===== src/rtl/dm_store_buffer.sv =====
// Posted-write store buffer between MEM and the data-memory write port, with byte-merge forwarding to loads.
// Optional macro STB_TRACE_EN prints one trace line per drained store.
module dm_store_buffer #(
  parameter int DEPTH = 4,
  parameter int PTR_W = 2
) (
  input  logic              clk,
  input  logic              reset,
  input  logic              st_valid,
  output logic              st_ready,
  input  logic [31:0]       st_addr,
  input  logic [31:0]       st_wd,
  input  logic [3:0]        st_be,
  input  logic [31:0]       st_pc,
  input  logic              dm_ready,
  output logic              dm_we,
  output logic [31:0]       dm_addr,
  output logic [31:0]       dm_wd,
  output logic [3:0]        dm_be,
  output logic [31:0]       dm_pc,
  input  logic [31:0]       ld_addr,
  input  logic [31:0]       dm_rdata,
  output logic [31:0]       ld_data,
  output logic              ld_hit,
  output logic [PTR_W:0]    count
);

  localparam logic [PTR_W:0] FULL_CNT = (PTR_W+1)'(DEPTH);

  logic [29:0]      addr_q [DEPTH];
  logic [31:0]      wd_q   [DEPTH];
  logic [3:0]       be_q   [DEPTH];
  logic [31:0]      pc_q   [DEPTH];
  logic [PTR_W-1:0] wptr;
  logic [PTR_W-1:0] rptr;
  logic [PTR_W:0]   count_q;
  logic             push;
  logic             pop;
  logic             unused_low_bits;

  assign unused_low_bits = ^{st_addr[1:0], ld_addr[1:0]};

  // No pop bypass: a full buffer refuses stores even in a draining cycle.
  assign st_ready = (count_q != FULL_CNT);
  assign push     = st_valid & st_ready & (st_be != 4'h0);
  // Gating with reset keeps a reset cycle from committing a drain write.
  assign dm_we    = (count_q != '0) & ~reset;
  assign pop      = dm_we & dm_ready;
  assign count    = count_q;

  assign dm_addr = {addr_q[rptr], 2'b00};
  assign dm_wd   = wd_q[rptr];
  assign dm_be   = be_q[rptr];
  assign dm_pc   = pc_q[rptr];

  always_ff @(posedge clk) begin
    if (reset) begin
      wptr    <= '0;
      rptr    <= '0;
      count_q <= '0;
      for (int i = 0; i < DEPTH; i++) be_q[i] <= 4'h0;
    end else begin
      if (push) begin
        wptr       <= wptr + 1'b1;
        be_q[wptr] <= st_be;
      end
      if (pop) rptr <= rptr + 1'b1;
      count_q <= count_q + {{PTR_W{1'b0}}, push} - {{PTR_W{1'b0}}, pop};
    end
  end

  // Payload fields carry no reset; validity comes from rptr/count alone.
  always_ff @(posedge clk) begin
    if (push) begin
      addr_q[wptr] <= st_addr[31:2];
      wd_q[wptr]   <= st_wd;
      pc_q[wptr]   <= st_pc;
    end
  end

  // Oldest-to-youngest walk so the youngest matching writer owns each lane.
  always_comb begin
    logic [PTR_W-1:0] idx;
    ld_data = dm_rdata;
    ld_hit  = 1'b0;
    idx     = rptr;
    for (int i = 0; i < DEPTH; i++) begin
      idx = rptr + PTR_W'(i);
      if (((PTR_W+1)'(i) < count_q) && (addr_q[idx] == ld_addr[31:2])) begin
        if (be_q[idx] != 4'h0) ld_hit = 1'b1;
        for (int b = 0; b < 4; b++) begin
          if (be_q[idx][b]) ld_data[8*b +: 8] = wd_q[idx][8*b +: 8];
        end
      end
    end
  end

`ifdef STB_TRACE_EN
  function automatic logic [31:0] lane_mask(input logic [3:0] be);
    logic [31:0] m;
    for (int b = 0; b < 4; b++) m[8*b +: 8] = {8{be[b]}};
    return m;
  endfunction

  always_ff @(posedge clk) begin
    if (pop) $display("%d@%h: *%h <= %h", $time, dm_pc, dm_addr, dm_wd & lane_mask(dm_be));
  end
`endif

endmodule

===== config.mk =====
export PLATFORM = sky130hd
export DESIGN_NAME = dm_store_buffer
export DESIGN_NICKNAME = d
export VERILOG_FILES = /design/src/rtl/dm_store_buffer.sv
export SDC_FILE = /design/constraint.sdc
export NUM_CORES = 1
export LEC_CHECK = 0
export CORE_MARGIN = 3
export CORE_UTILIZATION = 57
export CTS_CLUSTER_SIZE = 12
export DETAILED_ROUTE_END_ITERATION = 10
export PLACE_DENSITY = 0.82
export REMOVE_ABC_BUFFERS = 1
export SLEW_MARGIN = 20
export SYNTH_ARGS = -nofsm -noshare
export SYNTH_HDL_FRONTEND = slang
export SYNTH_SLANG_ARGS = --single-unit

===== constraint.sdc =====
create_clock -name clk -period 4.6 [get_ports clk]
set_clock_uncertainty 0.15 [all_clocks]
set_input_delay 0.46 -clock clk [delete_from_list [all_inputs] [get_ports clk]]
set_output_delay 0.46 -clock clk [all_outputs]
set_load 0.02 [all_outputs]

* After elaboration in Yosys (flattened, before gate mapping) *
Memory sizes are Yosys's and may differ from the RTL's. A register that Yosys moved wholly into a read port is not among the register bits.
Index checks and enable logic that the tools add are counted.

cells by class
  $add $sub $neg = 6
  divide/modulo/power cells = 0
  magnitude comparators = 4
  reductions and logical operators = 11
  equal/unequal tests = 5
  shifts and indexed selects = 0
  mux-type cells = 45
  bitwise logic cells = 5
  multipliers = 0

operator list
  operator                                                   number
  two-way mux 32 bit                                         4
  two-way mux 8 bit                                          16
  == test 30 bit                                             4
  nonzero test 4 bit                                         5
  two-way mux 2 bit                                          9
  two-way mux 1 bit                                          15
  less-than comparator 1 x 3 -> 1 bit, first input constant  2
  less-than comparator 2 x 3 -> 1 bit, first input constant  2
  adder 2 x 1 -> 2 bit, second input constant                2
  adder 2 bit, second input constant                         2
  bitwise AND 1 bit                                          4
  logical AND 1 bit                                          4
  two-way mux 4 bit                                          1
  OR reduction 4 bit                                         1
  adder 3 x 1 -> 3 bit                                       1
  != test 3 bit, second input constant                       1
  nonzero test 3 bit                                         1
  subtractor 3 x 1 -> 3 bit                                  1
  inverter 1 bit                                             1

storage, ports and cells
  word-level logic and storage cells = 83
  ROM bits = 0
  memory bits (writable) = 392
  memories = 4
  output and inout port bits = 138
  latch bits = 0
  input port bits = 168
  register bits after elaboration = 7

memories
  name    depth  bits a word  rd ports  clocked after Yosys merged registers in  write ports  line  RTL
  pc_q    4      32           1         1                                        1            33    logic [31:0] pc_q [DEPTH];
  wd_q    4      32           4         1                                        1            31    logic [31:0] wd_q [DEPTH];
  addr_q  4      30           4         1                                        1            30    logic [29:0] addr_q [DEPTH];
  be_q    4      4            4         1                                        4            32    logic [3:0] be_q [DEPTH];

* Longest topological paths before layout *
Gate-level depths: netlist of the first run.

  depth after elaboration = 9
  gate-level depth with buffers = 15
  depth with buffers taken out = 10

* Least setup slack after synthesis of the first run *
OpenSTA, ideal clock, no wires.

  path type = reg2reg
  start point = register count_q[1] (netlist: count[1])
  end point = memory addr_q[1][0], enable pin
  period minus slack after synthesis = 3.909 ns
  setup slack = 0.691 ns
  cell stages (with the launch flop) = 4
  buffers on the path = 0
  library setup time = 0.463 ns
  required time = 3.987 ns
  arrival time = 3.296 ns
  cell sequence = dfxtp_1 nor2_1 a21oi_1 and2_1

on the way
  cells in the longest elaborated chain, start to end = 5

ends and longest elaborated chain
  element                                  line  RTL
  from (decl)                              36    logic [PTR_W:0] count_q;
  from (signal assigned)                   68    count_q <= count_q + {{PTR_W{1'b0}}, push} - {{PTR_W{1'b0}}, pop};
  != test 3 bit                            44    assign st_ready = (count_q != FULL_CNT);
  bitwise AND 1 bit (2 in series)          45    assign push = st_valid & st_ready & (st_be != 4'h0);
  two-way mux 1 bit                        74    if (push) begin
  two-way mux 1 bit (not written as such)  75    addr_q[wptr] <= st_addr[31:2];
  to (decl)                                30

No other way between the ends.

* Worst setup path in the final report of the first run *
  start point = register rptr[0]
  end point = output port ld_data[15]

on the way
  cells in the longest elaborated chain, start to end = 9
  elaborated cells on any way between the ends = 18
  classes of those cells = 3 x add/sub; 3 x eq/ne; 6 x mux; 3 x reduce/logical; 3 x memory

ends and longest elaborated chain
  element                 line  RTL
  from (decl)             35    logic [PTR_W-1:0] rptr;
  from (signal assigned)  67    if (pop) rptr <= rptr + 1'b1;
  adder 2 x 1 -> 2 bit    88    idx = rptr + PTR_W'(i);
  memory (4 x 30 bit)     --
  == test 30 bit          89    if (((PTR_W+1)'(i) < count_q) && (addr_q[idx] == ld_addr[31:2])) begin
  logical AND 1 bit       89
  two-way mux 32 bit      89
  two-way mux 8 bit       92    if (be_q[idx][b]) ld_data[8*b +: 8] = wd_q[idx][8*b +: 8];
  two-way mux 32 bit      89
  two-way mux 8 bit       92
  two-way mux 32 bit (*)  89
  to (decl)               23    output logic [31:0] ld_data,

Every way passes the cells marked *; elsewhere a longest branch is shown, timed or not.

==> results of run 1 <==
through the flow:
stage	setup slack [ns]	hold slack, ns	std cells	power [mW]
2_1_floorplan	-6.88	0.382	1569	7.45
3_3_place_gp	-0.0991	0.423	2583	8.96
3_5_place_dp	-0.0981	0.427	2583	9.04
4_1_cts	-0.0691	0.341	2672	12.3
5_1_grt	-0.0951	0.366	2689	12.9
6_report	-0.0281	0.370	2691	12.5
layout by cell type, fill, tap and decap left out, drive strengths merged, types with 5 or more instances in the layout:
cell / netlist / final
edfxtp: 392 / 392
xor2: 14 / 14
nand2b: 5 / 5
clkinv: 1 / 13
and3: 8 / 8
dfxtp: 9 / 9
clkbuf: 74 / 58
nand4: 93 / 93
xnor2: 92 / 92
mux2i: 142 / 142
a22o: 5 / 5
o221ai: 5 / 5
a21oi: 13 / 13
mux4: 157 / 157
o22ai: 12 / 12
a211oi: 41 / 41
nor2b: 5 / 5
nor3: 39 / 39
and4: 37 / 37
a22oi: 9 / 9
o2bb2ai: 5 / 5
or3: 7 / 7
nand3: 109 / 109
nand2: 31 / 31
buf: 77 / 247
nor2: 27 / 27
clkdlybuf4s50: 0 / 266
a31oi: 33 / 33
o21ai: 18 / 18
inv: 31 / 31
mux2: 113 / 113
nor4: 20 / 20
and2: 15 / 15
o2111ai: 5 / 5
ha: 8 / 8
or4: 12 / 12
routing by layer:
layer  part of all wire, %  up-vias  wire, µm  GRT usage (%)
li1                      -     7895         -              -
met1                    37     9355     29600           46.1
met2                    49     1315     38600           56.5
met3                    10      242      8010           6.54
met4                   3.5        6      2750           12.2
met5                 0.046        -        36              0
cell families after synthesis:
group,after synthesis,synth area share [%]
multiplexers,412,26.1
buffers and inverters,183,3.87
flip-flops,401,49.6
AND/OR/NAND/NOR,425,10.6
adder cells (fa/ha/maj),9,0.498
other,1,0.0156
AO/OA/AOI/OAI,182,5.47
XOR/XNOR,106,3.85
report_power, final:
group	internal (mW)	total, mW	leakage (nW)	switching [mW]
Sequential	4.42	4.65	3.68	0.228
Clock	1.74	3.11	0.594	1.37
Combinational	2.24	4.71	5.76	2.47
path summary, 6_finish.rpt:
kind / to / slack (ns) / from / cells past startpoint
setup / recovery: ld_data[15] / -0.03 / rptr[0] / 11
hold reg to reg: wptr[1] / 0.46 / wptr[1] / 2
setup reg to reg: count[2] / 1.93 / count[1] / 11
hold / removal: wd_q[0][17] / 0.37 / st_wd[17] / 1
area by class of cell:
class                      instances  area, µm²
sequential                       401      12000
multi-input combinational       1136      11900
fill                            2567      10300
timing repair buffer             517       5040
clock buffer                      55       1100
tap                              532        666
clock inverter                    14        138
inverter                          32        120
antenna                            4       10.0
timing repair:
item	in CTS	in global routing
hold buffers	0	0
setup buffers	18	13
cloned	2	4
endpoints found under the hold margin	0	0
setup endpoints to repair	33	33
pin swaps	13	16
gates resized for setup	183	133
sequential cells by signal, indices dropped and copies added, names as in the netlist, named ones only:
name and count:
rptr 2, pc_q 128, count 3, wd_q 128
addr_q 120, be_q 16, wptr 2
==> flow_summary.json, run 1 <==
{
  "vdd.ir_drop.worst_uv": 387,
  "drc_errors": 0,
  "final.setup.worst_slack_ns": -0.0281,
  "die_boundary_height_um": 212,
  "tightest_slew_ns": 0.752,
  "maxCapViolations": 0,
  "yosys_synthesis_warning_count": 0,
  "ctsRootBufferMaster": "clkbuf_16",
  "critical_path.startpoint_type": "flip-flop",
  "power_density_mw_per_mm2": 403,
  "finish.net_count": 2307,
  "cts_made_buffers": 42,
  "synth_cell_types": 80,
  "grt_setup_unrepaired": "true",
  "grt_max_degree": 60,
  "dpl-instance-area_mm2": 0.0286,
  "core_area_mm2": 0.0413,
  "vias": 18800,
  "finalWirelength_um": 79000,
  "yosys-top-cells-count": "392 x edfxtp_1, 146 x mux4_2, 140 x mux2i_1",
  "synthesis.area_mm2": 0.0241,
  "io_pins": 306,
  "hold_violations": 0,
  "cp_max_fo": 16,
  "slowest_delay_ns": 0.59,
  "synth_edf_count": 392,
  "clock_insertion_delay_worst_skew_ns": 0.58,
  "tritoncts": "done",
  "die_x_um": 212,
  "status": "finished, violations left",
  "synth_top_cells_by_area": "edfxtp_1 49%, mux4_2 14%, mux2i_1 5.8%",
  "final_antenna_net_count": 0,
  "worst_setup_path_end_kind": "output pin",
  "synth-async-reset-ratio_pct": 0,
  "placement_rows": 74,
  "cts.sinks": 401,
  "floorplan.initialDensity_pct": 58.4,
  "cp.required_ns": 3.99,
  "area_delta_synth_final_pct": 28.5,
  "setup-violations-final": 4,
  "failed_checks": "setup timing",
  "layout_worst_path_cycle_share_pct": 101,
  "critical_path.top_delay_family": "simple AND/OR/NAND/NOR gates",
  "synth_top_area_cell": "edfxtp_1",
  "cellLeakagePower_nw": 10.0,
  "wire_length_per_cell_um": 29.3,
  "timing.slew.headroom_pct": 49.9,
  "worst-setup-path-type": "reg2out",
  "gp_congestion": 1.04,
  "synth-main-ff-cell": "edfxtp_1",
  "grt_antenna_before_repair": 6,
  "grt_usage_pct": 34.3,
  "hold_path_class": "in2reg",
  "detail_route.first_pass.iterations": 8,
  "timing.critical_path.cells": "buf_12, mux2i_1, xor2_1, nand3_1, or4_4, a211o_4, or4_4, buf_12, a31oi_2, nand3_2, buf_4",
  "via_count_of_the_first_global_routing_pass": 18900,
  "grt_first_pass_wirelength_um": 116000,
  "worstPathArrival_ns": 4.02,
  "cp.buffers_inverters": 3,
  "portBuffers": 299,
  "post-route-util_pct": 75.0,
  "yosys.cell_count.top_type": "edfxtp_1",
  "avgViaCountPerCell": 6.99,
  "synth_area_per_cell_um2": 14.0,
  "crit_path_top_delay_cell": "or4_4",
  "synth_sequential_area_ratio_pct": 49.6,
  "finish.instance_area_mm2": 0.0310,
  "dp_hpwl_um": 53700,
  "layout-drive-gt1-share_pct": 30.8,
  "clk_pin_slew_worst_paths_ns": 0.06,
  "clk_path_buf_depth": 3,
  "fmaxAchievable_mhz": 216,
  "detail_route.iter0.violations": 2353,
  "h-tree-depth": 2,
  "die-area_mm2": 0.0448,
  "layout_min_cycle_time_ns": 4.63,
  "timing.setup.tns_ns": -0.0901,
  "timing_max_transition_violations_final": 0,
  "synth_top_cell_area_share_pct": 48.8,
  "grt_overflow": 0,
  "yosys_register_bits": 401,
  "syn_inst": 1719
}
Note: power is estimated with default switching activity, not from simulation.
==> run 2, diff against run 1 <==
Settings changed: CORE_MARGIN 3 to 10, CTS_CLUSTER_DIAMETER set to 80.
Clock period 4.6 ns to 4.95 ns, I/O delays scaled along.
==> run 2 against run 1 <==
  * The flow now finishes without violations
  * Worst setup slack gained 0.086 ns
  * Hold slack improved by 0.034 ns
  * Sequential power is 7.3% lower
  * Critical path depth up 1
  * Sequential cell count did not move
  * Sequential share of layout area up 1.5 points
  * Critical endpoint unchanged
  * Largest cell class unchanged
  * Critical path type unchanged
  * Total power is 10% lower
==> flow_summary.json, run 2 (synthesis results as in run 1) <==
{
  "hold_violations": 0,
  "vdd.ir_drop.worst_uv": 348,
  "die_x_um": 226,
  "drc_errors": 0,
  "portBuffers": 299,
  "dp_hpwl_um": 56600,
  "floorplan.initialDensity_pct": 57.6,
  "cp.buffers_inverters": 4,
  "detail_route.first_pass.iterations": 7,
  "vias": 18400,
  "die-area_mm2": 0.0509,
  "cp.required_ns": 4.30,
  "layout-drive-gt1-share_pct": 24.9,
  "pre_cts_ws_ns": 0.0372,
  "cts.sinks": 401,
  "setup-violations-final": 0,
  "gp_congestion": 0.986,
  "layout_min_cycle_time_ns": 4.89,
  "cellLeakagePower_nw": 9.52,
  "tritoncts": "done",
  "non_filler_instances": 2625,
  "fmaxAchievable_mhz": 204,
  "grt_usage_pct": 30.9,
  "grt_overflow": 0,
  "worst_setup_path_end_kind": "output pin",
  "power_total_mw": 11.2,
  "placed_cells": 2553,
  "clock_insertion_delay_worst_skew_ns": 0.57,
  "startpoint": "rptr[0]",
  "cts_made_buffers": 39,
  "placement_rows": 75,
  "crit_path_top_delay_cell": "or4b_1",
  "timing_max_transition_violations_final": 0,
  "wire_length_per_cell_um": 30.4,
  "detail_route.iter0.violations": 2400,
  "status": "finished, final reports clean",
  "critical_path.top_delay_family": "simple AND/OR/NAND/NOR gates",
  "grt_max_degree": 54,
  "area_delta_synth_final_pct": 23.8,
  "finalWirelength_um": 79900,
  "tightest_slew_ns": 0.842,
  "grt_first_pass_wirelength_um": 119000,
  "die_boundary_height_um": 226,
  "hold_path_class": "in2reg",
  "core_area_mm2": 0.0419,
  "final.setup.worst_slack_ns": 0.0575,
  "grt_antenna_before_repair": 3,
  "final_cell_mix": "392 x edfxtp_1, 266 x clkdlybuf4s50_1, 146 x mux4_2, 133 x buf_4, 127 x mux2i_1",
  "layout_worst_path_cycle_share_pct": 98.8,
  "via_count_of_the_first_global_routing_pass": 18200,
  "power_density_mw_per_mm2": 376,
  "worstPathArrival_ns": 4.25,
  "clk_path_buf_depth": 3,
  "layout.cells.most_common": "edfxtp_1",
  "maxCapViolations": 0,
  "io_pins": 306,
  "h-tree-depth": 2,
  "cp_max_fo": 16,
  "finish.net_count": 2249,
  "rr_startpoint": "count[1]",
  "clk_pin_slew_worst_paths_ns": 0.06,
  "critical_path.startpoint_type": "flip-flop",
  "holdCritStartpoint": "st_addr[23]",
  "worst-setup-path-type": "reg2out",
  "reg2reg_slack_ns": 1.70,
  "largestRegisters": "pc_q x128, wd_q x128, addr_q x120",
  "timing.slew.headroom_pct": 43.9,
  "avgViaCountPerCell": 7.00,
  "hold_slack_ns": 0.403,
  "ctsRootBufferMaster": "clkbuf_16",
  "timing.critical_path.cells": "buf_12, buf_4, mux2_2, xor2_1, or3_1, or4b_1, and2_4, or4_1, buf_6, a31oi_1, nand3_1, dlygate4sd2_1",
  "slowest_delay_ns": 0.56,
  "final_antenna_net_count": 0
}
## run 2: final timing paths
path | cells past startpoint | end
worst min-delay path | 1 | addr_q[0][21]
worst max-delay path | 12 | ld_data[15]
worst max register to register | 10 | count[2]
worst min register to register | 2 | wptr[1]
## run 2: stage by stage
stage          setup TNS (ns)  instance area [µm²]  utilization, %
6_report                    0                29800            71.3
5_1_grt              -0.00542                29800            71.3
4_1_cts              -0.00889                29700            71.0
3_5_place_dp                0                28300            67.6
3_3_place_gp                0                28300            67.6
2_1_floorplan         -257.48                23300               -
## run 2: final cells by class
type / instances / area, µm²
fillers: 2747 / 12000
flip-flops and latches: 401 / 12000
multi-input cells: 1136 / 11500
repair buffers: 462 / 4480
clock buffers: 49 / 1060
well taps: 539 / 674
inverters: 32 / 120
clock inverters: 3 / 55.1
diodes: 3 / 7.51
## run 2: per-layer routing
layer	vias to the layer above	global-route usage (%)	share of wire, %
met5	-	0	0.023
met4	2	9.54	3.1
met3	204	6.16	9.5
met2	1191	51.4	49
met1	9211	40.4	38
li1	7780	-	-
## run 2: timing repair
action | CTS | global route
gates resized for setup | 69 | 55
setup endpoints to repair | 33 | 33
setup buffers | 12 | 4
pin swaps | 1 | 4
hold buffers | 0 | 0
gates cloned | 1 | 0
## run 2: power breakdown
group	total (mW)	internal [mW]	switching (mW)
logic	4.17	1.92	2.26
registers	4.31	4.10	0.203
clock network	2.74	1.54	1.20
total	11.2	7.56	3.66
## run 2: worst reg2reg max path: stages (launching register included)
cell      delay, ns
dfxtp_1        0.48
nor2_1         0.11
a21oi_1        0.68
clkinv_1       0.47
ha_1           0.40
inv_1          0.06
ha_1           0.13
inv_1          0.05
fa_1           0.40
xnor2_1        0.16
nor2_1         0.05
